==> config.mk <==
export PLATFORM = sky130hd
export DESIGN_NAME = io_uart_tx
export DESIGN_NICKNAME = d
export VERILOG_FILES = /design/src/rtl/io_uart_pkg.sv /design/src/rtl/io_sync_fifo.sv /design/src/rtl/io_uart.sv
export SDC_FILE = /design/constraint.sdc
export NUM_CORES = 1
export LEC_CHECK = 0
export CAP_MARGIN = 20
export CELL_PAD_IN_SITES_DETAIL_PLACEMENT = 1
export CELL_PAD_IN_SITES_GLOBAL_PLACEMENT = 1
export CORE_AREA = 2 2 130 132
export CTS_BUF_LIST = sky130_fd_sc_hd__clkbuf_8
export DETAILED_ROUTE_END_ITERATION = 6
export DIE_AREA = 0 0 132 134
export GPL_ROUTABILITY_DRIVEN = 0
export PLACE_DENSITY_LB_ADDON = 0.1
export SYNTH_ARGS = -nofsm -noshare
export SYNTH_HDL_FRONTEND = slang
export SYNTH_HIERARCHICAL = 1
export SYNTH_SLANG_ARGS = --single-unit
==> constraint.sdc <==
create_clock -name CLK -period 4.8 [get_ports CLK]
set_input_delay 1.44 -clock CLK [delete_from_list [all_inputs] [get_ports CLK]]
set_output_delay 1.44 -clock CLK [all_outputs]
set_load 0.05 [all_outputs]
==> src/rtl/io_uart_pkg.sv <==
// Shared constants and types for the memory-mapped UART transmitter.
// Register offsets are word indices taken from IO_A[7:2].
package io_uart_pkg;

  localparam logic [7:0] IO_BASE     = 8'hC0;

  localparam logic [5:0] OFF_TXDATA  = 6'h00;
  localparam logic [5:0] OFF_STATUS  = 6'h01;
  localparam logic [5:0] OFF_BAUDDIV = 6'h02;

  localparam int ST_FULL  = 1;
  localparam int ST_EMPTY = 2;
  localparam int ST_BUSY  = 3;
  localparam int ST_OVF   = 4;

  typedef enum logic [1:0] {
    IDLE  = 2'd0,
    START = 2'd1,
    DATA  = 2'd2,
    STOP  = 2'd3
  } tx_state_t;

endpackage

==> src/rtl/io_sync_fifo.sv <==
// Single-clock FIFO with occupancy count; DEPTH must be a power of two so
// the pointers wrap naturally.
module io_sync_fifo #(
  parameter int WIDTH = 8,
  parameter int DEPTH = 8
) (
  input  logic                     clk,
  input  logic                     rst,
  input  logic                     push,
  input  logic [WIDTH-1:0]         din,
  input  logic                     pop,
  output logic [WIDTH-1:0]         dout,
  output logic                     full,
  output logic                     empty,
  output logic [$clog2(DEPTH):0]   count
);

  localparam int AW = $clog2(DEPTH);

  logic [WIDTH-1:0] mem_q [DEPTH];
  logic [AW-1:0]    wr_ptr_q, wr_ptr_d;
  logic [AW-1:0]    rd_ptr_q, rd_ptr_d;
  logic [AW:0]      count_q, count_d;
  logic             do_push, do_pop;

  // Callers may request regardless of state; illegal requests are ignored here.
  assign do_push = push && (count_q != (AW+1)'(DEPTH));
  assign do_pop  = pop  && (count_q != '0);

  always_comb begin
    wr_ptr_d = wr_ptr_q;
    rd_ptr_d = rd_ptr_q;
    count_d  = count_q;
    if (do_push) wr_ptr_d = wr_ptr_q + 1'b1;
    if (do_pop)  rd_ptr_d = rd_ptr_q + 1'b1;
    if (do_push && !do_pop)      count_d = count_q + 1'b1;
    else if (!do_push && do_pop) count_d = count_q - 1'b1;
  end

  always_ff @(posedge clk or posedge rst) begin
    if (rst) begin
      wr_ptr_q <= '0;
      rd_ptr_q <= '0;
      count_q  <= '0;
    end else begin
      wr_ptr_q <= wr_ptr_d;
      rd_ptr_q <= rd_ptr_d;
      count_q  <= count_d;
    end
  end

  always_ff @(posedge clk) begin
    if (do_push) mem_q[wr_ptr_q] <= din;
  end

  assign dout  = mem_q[rd_ptr_q];
  assign full  = (count_q == (AW+1)'(DEPTH));
  assign empty = (count_q == '0);
  assign count = count_q;

endmodule

==> src/rtl/io_uart.sv <==
// Memory-mapped 8N1 UART transmitter: IO bus decode, TX FIFO and serializer.
// Bus: a write is taken on a rising CLK with IOWriteS=1; reads are combinational.
import io_uart_pkg::*;

module io_uart_tx #(
  parameter int FIFO_DEPTH  = 8,
  parameter int DEFAULT_DIV = 868
) (
  input  logic        CLK,
  input  logic        RESET,
  input  logic [31:0] IO_A,
  input  logic [1:0]  IOReadS,
  input  logic        IOWriteS,
  input  logic [31:0] IO_write,
  output logic [31:0] IO_dout,
  output logic        uart_tx,
  output logic        tx_busy
);

  localparam int CW = $clog2(FIFO_DEPTH) + 1;

  logic        sel;
  logic [5:0]  off;
  logic        wr_txdata, wr_status, wr_baud;

  logic        fifo_push, fifo_pop, fifo_full, fifo_empty;
  logic [7:0]  fifo_head;
  logic [CW-1:0] fifo_count;

  logic        overflow_q, overflow_d;
  logic [15:0] baud_q, baud_d;

  tx_state_t   state_q, state_d;
  logic [15:0] bcnt_q, bcnt_d;
  logic [2:0]  bidx_q, bidx_d;
  logic [7:0]  shreg_q, shreg_d;
  logic [15:0] div_q, div_d;
  logic        tx_q, tx_d;

  logic [31:0] status_word;
  logic        unused_bits;

  assign sel       = (IO_A[31:24] == IO_BASE) && (IO_A[23:8] == 16'h0);
  assign off       = IO_A[7:2];
  assign wr_txdata = IOWriteS && sel && (off == OFF_TXDATA);
  assign wr_status = IOWriteS && sel && (off == OFF_STATUS);
  assign wr_baud   = IOWriteS && sel && (off == OFF_BAUDDIV);

  // Full is judged on the pre-edge count, so a same-edge pop never rescues a byte.
  assign fifo_push = wr_txdata && !fifo_full;

  io_sync_fifo #(
    .WIDTH (8),
    .DEPTH (FIFO_DEPTH)
  ) u_fifo (
    .clk   (CLK),
    .rst   (RESET),
    .push  (fifo_push),
    .din   (IO_write[7:0]),
    .pop   (fifo_pop),
    .dout  (fifo_head),
    .full  (fifo_full),
    .empty (fifo_empty),
    .count (fifo_count)
  );

  always_comb begin
    overflow_d = overflow_q;
    if (wr_txdata && fifo_full)              overflow_d = 1'b1;
    else if (wr_status && IO_write[ST_OVF])  overflow_d = 1'b0;

    baud_d = baud_q;
    if (wr_baud) baud_d = (IO_write[15:0] == 16'h0) ? 16'd1 : IO_write[15:0];
  end

  always_comb begin
    state_d  = state_q;
    bcnt_d   = bcnt_q;
    bidx_d   = bidx_q;
    shreg_d  = shreg_q;
    div_d    = div_q;
    fifo_pop = 1'b0;
    case (state_q)
      IDLE: begin
        if (!fifo_empty) begin
          fifo_pop = 1'b1;
          shreg_d  = fifo_head;
          div_d    = baud_q;
          bcnt_d   = baud_q - 16'd1;
          state_d  = START;
        end
      end
      START: begin
        if (bcnt_q == 16'd0) begin
          bidx_d  = 3'd0;
          bcnt_d  = div_q - 16'd1;
          state_d = DATA;
        end else begin
          bcnt_d = bcnt_q - 16'd1;
        end
      end
      DATA: begin
        if (bcnt_q == 16'd0) begin
          bcnt_d = div_q - 16'd1;
          if (bidx_q == 3'd7) state_d = STOP;
          else                bidx_d  = bidx_q + 3'd1;
        end else begin
          bcnt_d = bcnt_q - 16'd1;
        end
      end
      STOP: begin
        if (bcnt_q == 16'd0) begin
          // Chain straight into the next start bit when more data is waiting.
          if (!fifo_empty) begin
            fifo_pop = 1'b1;
            shreg_d  = fifo_head;
            div_d    = baud_q;
            bcnt_d   = baud_q - 16'd1;
            state_d  = START;
          end else begin
            state_d = IDLE;
          end
        end else begin
          bcnt_d = bcnt_q - 16'd1;
        end
      end
      default: state_d = IDLE;
    endcase

    // Line level is registered from the next state so it changes with the state.
    case (state_d)
      START:   tx_d = 1'b0;
      DATA:    tx_d = shreg_d[bidx_d];
      default: tx_d = 1'b1;
    endcase
  end

  always_ff @(posedge CLK or posedge RESET) begin
    if (RESET) begin
      overflow_q <= 1'b0;
      baud_q     <= 16'(DEFAULT_DIV);
      state_q    <= IDLE;
      bcnt_q     <= 16'h0;
      bidx_q     <= 3'd0;
      shreg_q    <= 8'h0;
      div_q      <= 16'd1;
      tx_q       <= 1'b1;
    end else begin
      overflow_q <= overflow_d;
      baud_q     <= baud_d;
      state_q    <= state_d;
      bcnt_q     <= bcnt_d;
      bidx_q     <= bidx_d;
      shreg_q    <= shreg_d;
      div_q      <= div_d;
      tx_q       <= tx_d;
    end
  end

  assign uart_tx = tx_q;
  assign tx_busy = (state_q != IDLE) || (fifo_count != '0);

  always_comb begin
    status_word           = 32'h0;
    status_word[ST_FULL]  = fifo_full;
    status_word[ST_EMPTY] = fifo_empty;
    status_word[ST_BUSY]  = tx_busy;
    status_word[ST_OVF]   = overflow_q;

    IO_dout = 32'h0;
    if (sel && (IOReadS != 2'b00)) begin
      case (off)
        OFF_STATUS:  IO_dout = status_word;
        OFF_BAUDDIV: IO_dout = {16'h0, baud_q};
        default:     IO_dout = 32'h0;
      endcase
    end
  end

  assign unused_bits = ^{IO_A[1:0], IO_write[31:16]};

endmodule

==> impl_results.md <==
- H-tree levels: 4
- Vias in the first global route: 5658
- CTS tree: yes
- Wirelength per Cell: 20.5 um
- Layout cells sized above 1: 0.207
- Hold Path Cell Cnt: 2
- Core area: 0.0163 mm2
- WP data arrival: 3.30 ns
- Post-CTS Hold Fix Bufs: 0
- Pwr/cell area: 292 mW/mm2
- Initial drt markers: 283
- FF-to-FF End: u_fifo/count[3]
- Ant diodes: 0
- Filler cells: 1686
- Root Buffer: clkbuf_8
- Multi-input logic area: 0.00336 mm2
- Setup WS post-layout: 0.0583 ns
- Skew final: between 0.009 and 0.01 ns
- Peak VDD IR: just over 200 uV
- Residual DRC: 0
- # placed instances: 901
- Routed WL: 19.1 mm
- Max Slew Vio Count: 0
- GRT Total Usage: 0.228
- Worst-Margin Slew: 0.935 ns
- Register area share after synthesis: 0.511
- Worst setup SP type: input port
- CP max FO: 11
- Initial antenna violation count: 0
- Max clock buf depth: 2
- # nets final: 786
- Max Clk Rate: 211 MHz
- Clock-pin slew on the worst setup and hold paths: 0.09 ns
- Number of synthesized flops with an enable pin: 64
- Unrepaired setup endpoints after global routing: yes
- Slew HR: 0.377
- FF-to-FF setup slack: 1.06 ns
- Critical setup path kind: in -> out
- Initial Util: 0.452
- ANT nets after route: 0
- Global-route wire length before repair: 31.4 mm
- Ys flop type: dfrtp_1
- First drt pass iteration count: 5
- Sequential standard cell area: 0.00376 mm2
- Static leakage: between 3 and 4 nW
- Hold Startpoint: shreg_q[4]
- Routed via count: 5257
- Worst r2r src: state_q[1]
- Syn Inst Count: 619
- Class of the worst hold path: reg -> reg
- Flops & latches, synth: 137
- GR Overflow Total: 0
- Final core utilization: 0.549
- Maximum Capacitance Violations: 0
- Post-route cell area: 0.00894 mm2
- Part of the cycle the worst path needs: 0.988
- Largest net degree at the start of global routing: 35
- Final setup fails: 0
- CP Capture Type: primary output
- Status: complete, no violations
- WP data required: 3.36 ns
- CTS Buf Count: 17
- Die Span Y: 134 um
- IO Pins: 103
- Hold Path Sink: shreg_q[4]
- Dpl hpwl: 14.1 mm
- Syn Area/Cell: 11.9 um2
- IO Port Bufs: between 60 and 70
- Mapped Area: ~0.0074 mm2
- DIE WIDTH: approximately 130 um
- Finished Layout Cells: 934
- Worst skew pair latency: 0.45 ns
- DIE AREA: 0.0177 mm2
- Power, Total: roughly 2.6 mW
- Via density: about 5.6
- P&R area growth vs syn: 21.5%
- Final Hold Viols: 0
- Yosys warnings: 6
- Clock Sinks: 137
- Row cnt: 47
- Asr flop ratio synth: 0.533
- Setup Slack @ Placement: -0.0940 ns
- Placed cell areas: 0.00846 mm2
- Final min period: 4.74 ns
- R2r worst-path depth: 11
- Distinct cells, synth: 68
power by group:
part | leakage (nW) | internal, mW | switching (mW)
sequential | 1.51 | 1.28 | 0.0416
combinational | 1.98 | 0.145 | 0.167
clock | 0.214 | 0.408 | 0.568
total | 3.70 | 1.83 | 0.776
routing by layer:
layer,share of wire,up-vias,global-route usage
met3,0.027,24,0.0344
met4,0.016,0,0.0707
li1,-,2471,-
met1,0.45,2665,0.297
met2,0.51,97,0.396
met5,0,-,0
stage by stage:
step | hold slack [ns] | TNS (ns)
2_1_floorplan | 0.463 | 0
3_3_place_gp | 0.485 | -0.0585
3_5_place_dp | 0.495 | -0.279
4_1_cts | 0.517 | 0
5_1_grt | 0.537 | -0.223
6_report | 0.514 | 0
state kept, by name, indices dropped and copies added, names as in the netlist:
signal and cells:
uart_tx 1, baud_q 16, div_q 16, u_fifo/count 4, u_fifo/rd_ptr_q 3, u_fifo/wr_ptr_q 3
overflow_q 1, bidx_q 3, bcnt_q 16, u_fifo/mem_q 64, state_q 2, shreg_q 8
cells in the mapped netlist, types with 5 or more instances:
cell       n  area (um2)
nand3_1    5        25.0
nor4_1    19         119
dfrtp_1   66        1650
edfxtp_1  64        1920
clkbuf_1  19        71.3
mux4_1    16         420
a21oi_1   41         205
o22ai_1   14        87.6
a22oi_1    6        45.0
or3_1     10        62.6
inv_1     25        93.8
mux2i_1    6        60.1
o21ai_0   14        70.1
nor2_1    46         173
buf_2      6        30.0
xnor2_1   16         140
nand2_1   30         113
and2_1    12        75.1
nor3_1    17        85.1
dfstp_2    7         184
xor2_1    23         201
ha_1      15         188
or4_1      8        60.1
buf_4     16         120
mux2_2    40         450
cell usage in the layout (no fill, tap or decap), types with 4 or more instances in the layout:
cell type	instances
a22oi_1	6
clkdlybuf4s50_1	52
nor3_1	15
or4_4	4
dfstp_2	7
nand2b_1	4
nand4_1	4
and2_4	4
nor2_1	42
clkbuf_8	17
edfxtp_1	64
a21oi_1	41
mux2_2	40
nor4_1	16
clkinv_8	7
nor4_2	4
buf_4	24
nand3_1	5
inv_8	5
nand2_1	30
xor2_1	23
ha_1	15
or3_1	10
or4_1	7
mux4_1	16
o211ai_1	4
buf_12	16
dfrtp_1	66
xnor2_1	16
o21ai_0	14
mux2i_1	6
inv_1	24
and2_1	7
a211o_1	4
conb_1	16
nor2_2	4
o22ai_1	14
how the worst max path moves through the flow:
stage,from,endpoint,slack [ns],cells past startpoint
2_1_floorplan,IO_A[5],IO_dout[10],0.14,6
3_3_place_gp,IO_A[5],IO_dout[11],-0.06,8
3_5_place_dp,IO_A[5],IO_dout[11],-0.09,8
4_1_cts,IO_A[5],IO_dout[2],0.01,8
5_1_grt,IO_A[5],IO_dout[11],-0.05,8
6_report,IO_A[5],IO_dout[11],0.06,8
logic make-up after synthesis:
group | synth area share
and+or+nand+nor | 0.137
other | 0.000510
AOI/OAI and AO/OA | 0.102
DFF | 0.511
muxes | 0.126
buffers and inverters | 0.0491
xor gates and xnor gates | 0.0464
adders and majority gates | 0.0282
critical path, cell delays in order:
cell	delay, ns
clkdlybuf4s50_1	0.40
or4_4	0.55
nor3_2	0.15
inv_1	0.10
nor2_2	0.15
buf_6	0.16
and2_2	0.20
buf_12	0.14
final cells by class:
class | count | area share
clock inverters | 15 | 0.0220
well taps | 220 | 0.0308
inverters | 25 | 0.0105
multi-input cells | 427 | 0.375
clock buffers | 17 | 0.0262
repair buffers | 93 | 0.115
flip-flops and latches | 137 | 0.420
what timing repair did:
action                                  4_1_cts  5_1_grt
gates cloned                                  0        0
pin swaps                                     1        0
setup buffers                                 1        0
gates resized for setup                       4       11
hold endpoints to repair                      0        0
endpoints found under the setup margin       14       13
No activity file was read; power rests on OpenSTA's default activity.
